<file path="src/rtl/elevator_pkg.sv">
// Shared constants and encodings for the elevator call scheduler.
package elevator_pkg;
  localparam int FLOOR_W    = 2;
  localparam int NUM_FLOORS = 4;

  typedef enum logic [1:0] {
    ST_IDLE = 2'b00,
    ST_UP   = 2'b01,
    ST_DOWN = 2'b10
  } car_status_e;

  typedef enum logic [1:0] {
    S_IDLE = 2'b00,
    S_UP   = 2'b01,
    S_DOWN = 2'b10
  } sched_state_e;
endpackage

</file>
<file path="src/rtl/elevator_call_scheduler_finder.sv">
// Nearest pending floor strictly above and strictly below the car.
module floor_priority_finder #(
  parameter int NUM_FLOORS = 4,
  parameter int FLOOR_W    = 2
) (
  input  logic [NUM_FLOORS-1:0] pending,
  input  logic [FLOOR_W-1:0]    current_floor,
  output logic                  above_vld,
  output logic [FLOOR_W-1:0]    above_floor,
  output logic                  below_vld,
  output logic [FLOOR_W-1:0]    below_floor
);
  // Later loop iterations win: descending scan leaves the lowest floor
  // above, ascending scan leaves the highest floor below.
  always_comb begin
    above_vld   = 1'b0;
    above_floor = '0;
    for (int f = NUM_FLOORS - 1; f >= 0; f--) begin
      if (pending[f] && (f > int'(current_floor))) begin
        above_vld   = 1'b1;
        above_floor = FLOOR_W'(f);
      end
    end
  end

  always_comb begin
    below_vld   = 1'b0;
    below_floor = '0;
    for (int f = 0; f < NUM_FLOORS; f++) begin
      if (pending[f] && (f < int'(current_floor))) begin
        below_vld   = 1'b1;
        below_floor = FLOOR_W'(f);
      end
    end
  end
endmodule

</file>
<file path="src/rtl/elevator_call_scheduler.sv">
// Latches floor calls, picks the next target with a SCAN policy and clears
// calls once the car is idle at the called floor.
module elevator_call_scheduler
  import elevator_pkg::*;
#(
  parameter int NUM_FLOORS = elevator_pkg::NUM_FLOORS,
  parameter int FLOOR_W    = elevator_pkg::FLOOR_W
) (
  input  logic                  clk,
  input  logic                  rst_n,
  input  logic [NUM_FLOORS-1:0] call_btn,
  input  logic [FLOOR_W-1:0]    current_floor,
  input  logic [1:0]            elevator_status,
  output logic [FLOOR_W-1:0]    request_floor,
  output logic                  request_valid,
  output logic [NUM_FLOORS-1:0] pending_calls,
  output logic                  call_served
);
  sched_state_e          state, state_next;
  logic                  cur_ok;
  logic [NUM_FLOORS-1:0] clear_mask;
  logic                  above_vld, below_vld;
  logic [FLOOR_W-1:0]    above_floor, below_floor, req_floor_next;

  // A position report outside the served range freezes the whole block.
  assign cur_ok = {1'b0, current_floor} < (FLOOR_W + 1)'(NUM_FLOORS);

  always_comb begin
    clear_mask = '0;
    for (int f = 0; f < NUM_FLOORS; f++)
      clear_mask[f] = cur_ok && (elevator_status == ST_IDLE) &&
                      (int'(current_floor) == f);
  end

  always_ff @(posedge clk or negedge rst_n) begin
    if (!rst_n) begin
      pending_calls <= '0;
      call_served   <= 1'b0;
    end else if (cur_ok) begin
      // Clear beats a simultaneous press: that call is already satisfied.
      pending_calls <= (pending_calls | call_btn) & ~clear_mask;
      call_served   <= |(pending_calls & clear_mask);
    end else begin
      call_served   <= 1'b0;
    end
  end

  floor_priority_finder #(
    .NUM_FLOORS (NUM_FLOORS),
    .FLOOR_W    (FLOOR_W)
  ) u_finder (
    .pending       (pending_calls),
    .current_floor (current_floor),
    .above_vld     (above_vld),
    .above_floor   (above_floor),
    .below_vld     (below_vld),
    .below_floor   (below_floor)
  );

  // Keep direction while calls remain ahead; reverse only when none are left.
  always_comb begin
    state_next = state;
    case (state)
      S_IDLE:  if (above_vld) state_next = S_UP;
               else if (below_vld) state_next = S_DOWN;
      S_UP:    if (!above_vld) state_next = below_vld ? S_DOWN : S_IDLE;
      S_DOWN:  if (!below_vld) state_next = above_vld ? S_UP : S_IDLE;
      default: state_next = S_IDLE;
    endcase
  end

  always_comb begin
    case (state_next)
      S_UP:    req_floor_next = above_floor;
      S_DOWN:  req_floor_next = below_floor;
      default: req_floor_next = current_floor;
    endcase
  end

  always_ff @(posedge clk or negedge rst_n) begin
    if (!rst_n) begin
      state         <= S_IDLE;
      request_floor <= '0;
      request_valid <= 1'b0;
    end else if (cur_ok) begin
      state         <= state_next;
      request_floor <= req_floor_next;
      request_valid <= (state_next != S_IDLE);
    end
  end
endmodule
</file>
<file path="config.mk">
export PLATFORM = sky130hd
export DESIGN_NAME = elevator_call_scheduler
export DESIGN_NICKNAME = d
export VERILOG_FILES = /design/src/rtl/elevator_pkg.sv /design/src/rtl/elevator_call_scheduler_finder.sv /design/src/rtl/elevator_call_scheduler.sv
export SDC_FILE = /design/constraint.sdc
export NUM_CORES = 1
export LEC_CHECK = 0
export ABC_AREA = 1
export CORE_AREA = 2 2 48 50
export CTS_CLUSTER_DIAMETER = 120
export DETAILED_ROUTE_END_ITERATION = 6
export DIE_AREA = 0 0 50 52
export SLEW_MARGIN = 10
export SYNTH_ARGS = -nofsm -noshare
export SYNTH_HDL_FRONTEND = slang
export SYNTH_SLANG_ARGS = --single-unit
</file>
<file path="constraint.sdc">
create_clock -name clk -period 2.35 [get_ports clk]
set_clock_uncertainty 0.2 [all_clocks]
set_input_delay 0.705 -clock clk [delete_from_list [all_inputs] [get_ports clk]]
set_output_delay 0.705 -clock clk [all_outputs]
set_load 0.005 [all_outputs]
</file>
==> results.sh, run 1 <==
export IMPL_drtIter0Drc=3
export IMPL_postPlaceCellArea_um2=828
export IMPL_die_x_um=50
export IMPL_rrSetupSlack_ns=0.57
export IMPL_final_core_util=0.476
export IMPL_gr_usage_all_layers=0.117
export IMPL_status="completed"
export IMPL_arrival_ns=2.24
export IMPL_synthMuxAreaShare=0
export IMPL_timing_rr_end="request_floor[0]"
export IMPL_synth_top_family_by_area="simple AND/OR/NAND/NOR gates"
export IMPL_io_pins=18
export IMPL_final_cells=128
export IMPL_cts_tree="built"
export IMPL_grt_max_degree=11
export IMPL_crit_path_cell_trace="dlygate4sd2_1 > nand3_1 > nand3_4 > nor2_4 > nor2_4 > ha_2 > inv_1 > nor2_2 > a21oi_2 > a21oi_2"
export IMPL_final_min_clock_period_ns=2.24
export IMPL_synthDistinctLibCells=15
export IMPL_async_reset_ff_frac=1.00
export IMPL_num_vias=576
export IMPL_clk_path_buf_depth=2
export IMPL_cts_htree_levels=1
export IMPL_p_per_area_nw_per_um2=822
export IMPL_setup_viol=0
export IMPL_vias_per_cell=4.50
export IMPL_timing_rr_start="pending_calls[2]"
export IMPL_hold_depth=3
export IMPL_crit_slowest_cell="dlygate4sd2_1"
export IMPL_synth_area_per_cell_um2=8.39
export IMPL_areaGrowthSynthToFinish_pct=75.7
export IMPL_synthCells=68
export IMPL_start_kind="input pin"
export IMPL_design_die_area_um2=2600
export IMPL_synth_edf_count=0
export IMPL_fin_area_um2=1000
export IMPL_drt_first_pass_iters=4
export IMPL_min_period_over_period=0.952
export IMPL_crit_fanout=8
export IMPL_grt_pass1_wl_um=2230
export IMPL_critPathMaxStageDelay_ns=0.45
export IMPL_insertion_delay_ns=0.27
export IMPL_fp_dieH_um=52
export IMPL_detail_route_antenna_nets=0
export IMPL_drive_gt1_frac=0.410
export IMPL_slew_limit_headroom=0.680
export IMPL_hp_class="flop to flop"
export IMPL_syn_area_um2=571
export IMPL_max_freq_mhz=447
export IMPL_nets=114
export IMPL_ys_flop_type="dfrtp_1"
export IMPL_antenna_cells=0
export IMPL_rr_worst_depth=9
export IMPL_seq_area_frac_synth=0.439
export IMPL_wl_um=1470
export IMPL_routabilityCongestion=0.756
export IMPL_hpwl_um=980
export IMPL_clkSinkCount=10
export IMPL_p_leak_nw=0.440
export IMPL_first_global_vias=559
export IMPL_port_buffers=17
export IMPL_end_kind="flop"
export IMPL_drv_slew=0
export IMPL_cts_clk_slew_worst_paths_ns=0.07
export IMPL_synth_largest_area_cell="dfrtp_1"
export IMPL_start_util=0.271
export IMPL_critical_path_top_delay_family="simple AND/OR/NAND/NOR gates"
export IMPL_cap_violations=0
export IMPL_grt_overflow=0
export IMPL_rows=17
export IMPL_coreArea_um2=2110
export IMPL_criticalPathCategory="input pin to flop"
export IMPL_yosys_area_share_xor_xnor=0
export IMPL_hold_viol=0
export IMPL_synth_compound_area_frac=0.0855
export IMPL_worstMarginPinSlew_ns=0.478
export IMPL_hold_ws_ns=0.407
export IMPL_synthAdderAreaFrac=0.0658
export IMPL_synth_simple_area_share=0.311
export IMPL_cts_root_buf="clkbuf_4"
export IMPL_crit_buf_inv=2
export IMPL_dp_cells=121
export IMPL_synth_top_area_share=0.439
export IMPL_crit_required_ns=2.35
export IMPL_hold_end="state[0]"
export IMPL_synth_seq_cells=10
export IMPL_post_drt_wl_per_cell_um=11.5
export IMPL_vdd_drop_max_mv=0.389
export IMPL_cp_num_cells=10
export IMPL_cts_buffers_inserted=3
export IMPL_synthesis_nets=81
export IMPL_drc=0
export IMPL_yosys_warnings=0
export IMPL_antenna_found_initial=0
export IMPL_synth_area_leaders="dfrtp_1 (44%), nor2_1 (7.2%), ha_1 (6.6%), nand2_2 (5.5%), nand3_1 (4.4%)"
export IMPL_setup_tns_ns=0
export IMPL_worstHoldStart="state[1]"
-- what timing repair did --
action	in CTS	in global routing
pin swaps	2	12
hold buffers	0	0
gates resized for setup	8	18
endpoints found under the setup margin	2	2
buffers inserted	1	2
-- worst reg2reg max path, stage by stage, from the launching register on --
cell,delay [ns]
dfrtp_1,0.46
nand3_1,0.18
nand3_4,0.16
nor2_4,0.06
nor2_4,0.13
ha_2,0.17
inv_1,0.05
nor2_2,0.10
a21oi_2,0.06
a21oi_2,0.13
-- synth_stat cells (3+ instances only) --
| cell | n |
|---|---|
| nand2_2 | 5 |
| a31oi_1 | 3 |
| ha_1 | 3 |
| dfrtp_1 | 10 |
| nand3_1 | 5 |
| nand4_1 | 4 |
| inv_1 | 6 |
| inv_2 | 3 |
| a21oi_1 | 4 |
| nand2_1 | 6 |
| nor2_1 | 11 |
-- cell families (layout without fill, tap and decap cells) --
group	after synthesis	count (layout)
flip-flops	10	10
adder cells (fa/ha/maj)	3	3
AND/OR/NAND/NOR	35	35
AO/OA/AOI/OAI	9	9
buffers and inverters	11	43
-- cell usage in the layout (no fill, tap or decap) --
| cell | n |
|---|---|
| clkdlybuf4s50_1 | 15 |
| buf_4 | 12 |
| dlygate4sd2_1 | 1 |
| clkbuf_8 | 1 |
| nand2_4 | 5 |
| nand3_1 | 4 |
| dfrtp_1 | 10 |
| a21oi_2 | 2 |
| nand2_1 | 5 |
| clkbuf_4 | 3 |
| dlymetal6s2s_1 | 1 |
| nand4_1 | 4 |
| inv_1 | 6 |
| nand2_2 | 1 |
| a31oi_1 | 3 |
| nor2_2 | 2 |
| ha_4 | 1 |
| ha_2 | 2 |
| buf_6 | 1 |
| a21oi_1 | 2 |
| nand3_4 | 3 |
| inv_2 | 3 |
| nor2_4 | 3 |
| nor2_1 | 8 |
| o21ai_2 | 2 |
-- registers in the layout, summed over array words and instances, names as in the netlist --
| name | cells |
|---|---|
| pending_calls | 4 |
| request_floor | 2 |
| state | 2 |
| call_served | 1 |
| request_valid | 1 |
-- power by group --
group	total, mW	internal [mW]	switching (mW)
registers	0.244	0.221	0.0226
clock network	0.160	0.0942	0.0659
logic	0.420	0.208	0.212
-- worst max path at each step --
stage,endpoint,slack [ns],start
after floorplan,request_floor[0],0.24,current_floor[0]
after global placement,request_floor[0],-0.35,current_floor[0]
after detailed placement,request_floor[0],-0.38,current_floor[0]
after CTS,request_floor[0],0.0002,current_floor[1]
after global routing,request_floor[0],-0.02,current_floor[0]
final,request_floor[0],0.11,current_floor[0]
-- metal layers --
metal  part of all wire  vias to the layer above  global-route usage
met1               0.40                      266               0.124
met2               0.53                       16               0.206
met4              0.032                        0              0.0833
met5                  0                        -                   0
met3              0.036                        6              0.0259
li1                   -                      288                   -
-- area by class of cell --
| type | count | area (um2) |
|---|---|---|
| Tap cell | 28 | 35.0 |
| Sequential cell | 10 | 250 |
| Timing Repair Buffer | 30 | 273 |
| Inverter | 9 | 33.8 |
| Fill cell | 200 | 1100 |
| Clock buffer | 4 | 36.3 |
| Multi-Input combinational cell | 47 | 374 |
-- metrics by stage --
stage                     power [mW]  worst slack (ns)
after floorplan                0.417             0.235
after global placement         0.553            -0.354
after detailed placement       0.565            -0.382
after CTS                      0.764          0.000150
after global routing           0.883           -0.0156
final                          0.824             0.112
No activity file was read; power rests on OpenSTA's default activity.
==> run 2: changes to the inputs <==
--- a/config.mk
+++ b/config.mk
@@ -6,11 +6,11 @@
 export NUM_CORES = 1
 export LEC_CHECK = 0
 export ABC_AREA = 1
-export CORE_AREA = 2 2 48 50
+export CORE_AREA = 2 2 40 42
 export CTS_CLUSTER_DIAMETER = 120
 export DETAILED_ROUTE_END_ITERATION = 6
-export DIE_AREA = 0 0 50 52
-export SLEW_MARGIN = 10
+export DIE_AREA = 0 0 42 44
+export PLACE_DENSITY = 0.71
 export SYNTH_ARGS = -nofsm -noshare
 export SYNTH_HDL_FRONTEND = slang
 export SYNTH_SLANG_ARGS = --single-unit
==> run 2 against run 1 <==
Net effect: wire length up 1.2%; clock power about the same; hold slack better by 0.0029 ns; critical path type is now flop to primary output; critical endpoint is now pending_calls[2]; largest cell class unchanged.
==> results.sh, run 2 (same netlist as run 1, synthesis figures left out) <==
export IMPL_die_x_um=42
export IMPL_critPathMaxStageDelay_ns=0.55
export IMPL_grt_use_met1=0.195
export IMPL_rrSetupSlack_ns=0.54
export IMPL_criticalPathCategory="flop to primary output"
export IMPL_final_cells=118
export IMPL_cts_htree_levels=1
export IMPL_p_comb_frac=0.513
export IMPL_mostFrequentLayoutCell="clkdlybuf4s50_1"
export IMPL_cts_clk_slew_worst_paths_ns=0.07
export IMPL_layout_common_cells="clkdlybuf4s50_1 (15), buf_4 (14), dfrtp_1 (10)"
export IMPL_detail_route_antenna_nets=0
export IMPL_use_met3=0.0542
export IMPL_antenna_cells=0
export IMPL_fp_dieH_um=44
export IMPL_dp_cells=109
export IMPL_worstMarginPinSlew_ns=0.452
export IMPL_final_core_util=0.702
export IMPL_hold_end="pending_calls[0]"
export IMPL_holdBufCountCts=0
export IMPL_crit_required_ns=1.44
export IMPL_drt_first_pass_iters=4
export IMPL_nFillCells=106
export IMPL_drtIter0Drc=22
export IMPL_io_pins=18
export IMPL_timing_rr_end="request_floor[0]"
export IMPL_hold_viol=0
export IMPL_rows=14
export IMPL_p_per_area_nw_per_um2=828
export IMPL_status="completed"
export IMPL_first_global_vias=559
export IMPL_design_die_area_um2=1850
export IMPL_vias_per_cell=5.13
export IMPL_cap_violations=0
export IMPL_seq_power_share=0.294
export IMPL_clkSinkCount=10
export IMPL_max_freq_mhz=456
export IMPL_wl_um=1490
export IMPL_grt_overflow=0
export IMPL_p_sw_frac=0.359
export IMPL_reg_top3="pending_calls x4, request_floor x2, state x2"
export IMPL_routabilityCongestion=0.775
export IMPL_p_leak_nw=0.449
export IMPL_clk_path_buf_depth=2
export IMPL_met2_usage=0.313
export IMPL_rsz0062_at_grt="no"
export IMPL_worstHoldStart="pending_calls[0]"
export IMPL_drv_slew=0
export IMPL_port_buffers=17
export IMPL_nets=116
export IMPL_hold_depth=2
export IMPL_net_switching_power_mw=0.296
export IMPL_grt_pass1_wl_um=2380
export IMPL_cts_tree="built"
export IMPL_cts_buffers_inserted=3
export IMPL_crit_buf_inv=1
export IMPL_insertion_delay_ns=0.27
export IMPL_coreArea_um2=1420
export IMPL_drive_gt1_frac=0.402
export IMPL_antenna_found_initial=0
export IMPL_min_period_over_period=0.933
export IMPL_crit_fanout=5
export IMPL_end_kind="primary output"
export IMPL_drc=0
export IMPL_p_int_mw=0.528
export IMPL_slew_limit_headroom=0.698
export IMPL_timing_rr_start="pending_calls[2]"
export IMPL_arrival_ns=1.29
export IMPL_top_usage_layer="met2"
export IMPL_setup_viol=0
export IMPL_critical_path_top_delay_family="buffers and inverters"
export IMPL_areaGrowthSynthToFinish_pct=74.6
export IMPL_largest_register_ff_count=4
export IMPL_gr_usage_all_layers=0.176
export IMPL_hp_class="flop to flop"
export IMPL_crit_slowest_cell="clkdlybuf4s50_1"
export IMPL_num_vias=605
export IMPL_clkPwrFrac=0.193
export IMPL_start_util=0.402
export IMPL_cts_root_buf="clkbuf_4"
export IMPL_power_total_mw=0.824
export IMPL_vdd_drop_max_mv=0.558
export IMPL_crit_path_cell_trace="clkdlybuf4s50_1"
export IMPL_grt_max_degree=11
export IMPL_final_min_clock_period_ns=2.19
export IMPL_rr_worst_depth=9
export IMPL_hpwl_um=943
export IMPL_start_kind="flop"
export IMPL_top_register="pending_calls"
export IMPL_post_drt_wl_per_cell_um=12.6
[run 2: changes by cell type in the layout (fill, tap and decap cells not counted), sizes merged]
cell,delta
buf,+2
[run 2: how the worst max path moves through the flow]
stage                startpoint                to  slack (ns)  cells past startpoint
5_1_grt        current_floor[0]  request_floor[0]        0.04                     10
3_3_place_gp   current_floor[0]  request_floor[0]       -0.30                     11
4_1_cts        current_floor[1]  request_floor[0]       0.008                     13
2_1_floorplan  current_floor[0]  request_floor[0]        0.24                     11
3_5_place_dp   current_floor[1]  request_floor[0]       -0.36                     12
6_report       pending_calls[2]  pending_calls[2]        0.16                      1
[run 2: power groups by stage]
stage	Sequential (mW)	Clock, mW	Combinational, mW
4_1_cts	0.242	0.163	0.384
3_5_place_dp	0.246	0	0.310
5_1_grt	0.246	0.167	0.469
2_1_floorplan	0.247	0	0.171
3_3_place_gp	0.246	0	0.300
6_report	0.242	0.159	0.423
[run 2: cell type report]
type	instances	area, um2	area share
clock buffer	4	36.3	0.0364
inverter	9	33.8	0.0339
multi-input combinational	47	368	0.369
sequential	10	250	0.251
tap	16	20.0	0.0201
timing repair buffer	32	288	0.289
[run 2: repair_timing]
action / in CTS / in global routing
pin swaps: 4 / 9
setup endpoints to repair: 2 / 2
buffers inserted: 2 / 3
gates resized for setup: 14 / 10
[run 2: stage by stage]
| step | area (um2) | setup slack, ns | hold slack, ns | setup TNS [ns] |
|---|---|---|---|---|
| global route | 996 | 0.0380 | 0.443 | 0 |
| detailed placement | 813 | -0.361 | 0.371 | -0.678 |
| global placement | 813 | -0.300 | 0.367 | -0.582 |
| CTS | 931 | 0.00756 | 0.400 | 0 |
| finish | 996 | 0.156 | 0.410 | 0 |
| floorplan | 571 | 0.235 | 0.209 | 0 |
[run 2: layer usage]
| metal | up-vias | share of wire |
|---|---|---|
| li1 | 291 | - |
| met1 | 287 | 0.40 |
| met2 | 23 | 0.54 |
| met3 | 4 | 0.045 |
| met4 | 0 | 0.015 |
| met5 | - | 0 |
==> run 3: changes to the inputs <==
--- a/config.mk
+++ b/config.mk
@@ -10,7 +10,9 @@
 export CTS_CLUSTER_DIAMETER = 120
 export DETAILED_ROUTE_END_ITERATION = 6
 export DIE_AREA = 0 0 42 44
+export GPL_ROUTABILITY_DRIVEN = 0
 export PLACE_DENSITY = 0.71
+export REMOVE_ABC_BUFFERS = 1
 export SYNTH_ARGS = -nofsm -noshare
 export SYNTH_HDL_FRONTEND = slang
 export SYNTH_SLANG_ARGS = --single-unit
==> run 3 against run 2 <==
Net effect: final cell count decreased by 1.7%; total power decreased by 15%; flip-flop and latch count unchanged; first-iteration DRC count decreased by 64%; sequential power about the same; wire length decreased by 13%.
==> results.sh, run 3 (same netlist as run 1, synthesis figures left out) <==
export IMPL_hold_viol=0
export IMPL_end_kind="flop"
export IMPL_status="completed"
export IMPL_critPathMaxStageDelay_ns=0.32
export IMPL_min_period_over_period=0.929
export IMPL_nFillCells=116
export IMPL_wl_um=1300
export IMPL_p_leak_nw=0.409
export IMPL_hpwl_um=974
export IMPL_criticalPathCategory="input pin to flop"
export IMPL_drc=0
export IMPL_vias_per_cell=4.78
export IMPL_start_util=0.402
export IMPL_crit_fanout=7
export IMPL_max_freq_mhz=458
export IMPL_hold_ws_ns=0.403
export IMPL_port_buffers=17
export IMPL_reg_top3="pending_calls x4, request_floor x2, state x2"
export IMPL_top_register="pending_calls"
export IMPL_p_comb_frac=0.484
export IMPL_p_per_area_nw_per_um2=813
export IMPL_cts_htree_levels=1
export IMPL_drtIter0Drc=8
export IMPL_p_sw_frac=0.336
export IMPL_crit_required_ns=2.34
export IMPL_vdd_drop_max_mv=0.404
export IMPL_hp_class="flop to flop"
export IMPL_cts_root_buf="clkbuf_4"
export IMPL_arrival_ns=2.17
export IMPL_io_pins=18
export IMPL_insertion_delay_ns=0.27
export IMPL_rows=14
export IMPL_fin_ws_ns=0.167
export IMPL_crit_path_cell_trace="dlygate4sd2_1 > nor2_2 > nand2_2 > nand3_2 > nand2_1 > nor2_1 > nor2_1 > ha_1 > inv_1 > nor2_1 > a21oi_1"
export IMPL_clk_path_buf_depth=2
export IMPL_cts_tree="built"
export IMPL_rrSetupSlack_ns=0.54
export IMPL_clkSinkCount=10
export IMPL_drive_gt1_frac=0.290
export IMPL_coreArea_um2=1420
export IMPL_grt_overflow=0
export IMPL_p_int_mw=0.466
export IMPL_cap_violations=0
export IMPL_gr_usage_all_layers=0.170
export IMPL_layout_common_cells="clkdlybuf4s50_1 (15), buf_4 (14), nor2_1 (11)"
export IMPL_final_min_clock_period_ns=2.18
export IMPL_place_ws_ns=-0.367
export IMPL_setup_viol=0
export IMPL_drv_slew=0
export IMPL_drt_first_pass_iters=4
export IMPL_die_x_um=42
export IMPL_fp_dieH_um=44
export IMPL_post_drt_wl_per_cell_um=11.2
export IMPL_antenna_cells=0
export IMPL_start_kind="input pin"
export IMPL_slew_limit_headroom=0.690
export IMPL_dp_cells=113
export IMPL_mostFrequentLayoutCell="clkdlybuf4s50_1"
export IMPL_timing_rr_end="request_floor[1]"
export IMPL_cp_common_cell="nor2_1"
export IMPL_grt_max_degree=11
export IMPL_timing_rr_start="pending_calls[2]"
export IMPL_net_switching_power_mw=0.236
export IMPL_rsz0062_at_grt="no"
export IMPL_clkPwrFrac=0.173
export IMPL_worstMarginPinSlew_ns=0.464
export IMPL_seq_power_share=0.342
export IMPL_num_vias=555
export IMPL_startpoint="current_floor[1]"
export IMPL_areaGrowthSynthToFinish_pct=51.3
export IMPL_nets=115
export IMPL_design_die_area_um2=1850
export IMPL_cts_clk_slew_worst_paths_ns=0.06
export IMPL_crit_end="request_floor[1]"
export IMPL_crit_slowest_cell="dlygate4sd2_1"
export IMPL_postPlaceCellArea_um2=843
export IMPL_rr_worst_depth=8
export IMPL_first_global_vias=553
export IMPL_largest_register_ff_count=4
export IMPL_antenna_found_initial=0
export IMPL_final_cells=116
export IMPL_grt_pass1_wl_um=2330
export IMPL_fin_area_um2=863
export IMPL_detail_route_antenna_nets=0
export IMPL_cts_buffers_inserted=3
export IMPL_power_total_mw=0.702
==> run 3: changes by cell type in the layout (fill, tap and decap cells not counted), moves of 2 or more <==
cell / previous run / this run
nand3_4: 3 / 0
nand3_2: 0 / 2
a21oi_2: 2 / 0
a21oi_1: 2 / 4
nand2_2: 1 / 5
ha_1: 1 / 3
nand2_4: 5 / 0
nor2_1: 8 / 11
nor2_4: 3 / 0
==> run 3: timing repair <==
item                                    in CTS  in global routing
hold endpoints to repair                     0                  0
gates resized for setup                      2                  0
setup buffers                                0                  0
endpoints found under the setup margin       2                  0
hold buffers                                 0                  0
==> run 3: area by class of cell <==
class	count	area [um2]	share of cell area
Timing Repair Buffer	31	273	0.316
Multi-Input combinational cell	47	264	0.306
Clock buffer	3	22.5	0.0261
Tap cell	16	20.0	0.0232
Sequential cell	10	250	0.290
Inverter	9	33.8	0.0391
==> run 3: critical path: cells and delay by family <==
family	cells	cell delay (ns)
simple gates	7	0.57
buf+inv	2	0.40
fa+ha+maj	1	0.32
compound gates	1	0.15
==> run 3: power groups by stage <==
| stage | Clock [mW] | Sequential (mW) | Combinational [mW] |
|---|---|---|---|
| floorplan | 0 | 0.247 | 0.164 |
| global placement | 0 | 0.243 | 0.334 |
| detailed placement | 0 | 0.245 | 0.342 |
| CTS | 0.126 | 0.242 | 0.344 |
| global route | 0.134 | 0.248 | 0.382 |
| finish | 0.122 | 0.240 | 0.340 |
==> run 3: per-layer routing <==
metal / vias up / global-route usage / wire [um] / part of all wire
li1: 287 / - / - / -
met1: 254 / 0.205 / 608 / 0.47
met2: 12 / 0.269 / 619 / 0.48
met3: 2 / 0.0542 / 52 / 0.040
met4: 0 / 0.0968 / 14 / 0.011
met5: - / 0 / 0 / 0
==> run 3: worst min-delay path by stage <==
| stage | from | endpoint | slack (ns) | depth (start not counted) |
|---|---|---|---|---|
| detailed placement | pending_calls[0] | pending_calls[0] | 0.38 | 2 |
| global route | pending_calls[0] | call_served | 0.47 | 2 |
| floorplan | rst_n | call_served | 0.21 | 0 |
| CTS | pending_calls[0] | pending_calls[0] | 0.41 | 2 |
| global placement | pending_calls[0] | pending_calls[0] | 0.37 | 2 |
| finish | pending_calls[0] | pending_calls[0] | 0.40 | 2 |
==> run 3: through the flow <==
| stage | setup TNS, ns | utilization |
|---|---|---|
| 2_1_floorplan | 0 | - |
| 3_3_place_gp | -0.614 | 0.594 |
| 3_5_place_dp | -0.757 | 0.594 |
| 4_1_cts | 0 | 0.608 |
| 5_1_grt | 0 | 0.608 |
| 6_report | 0 | 0.608 |
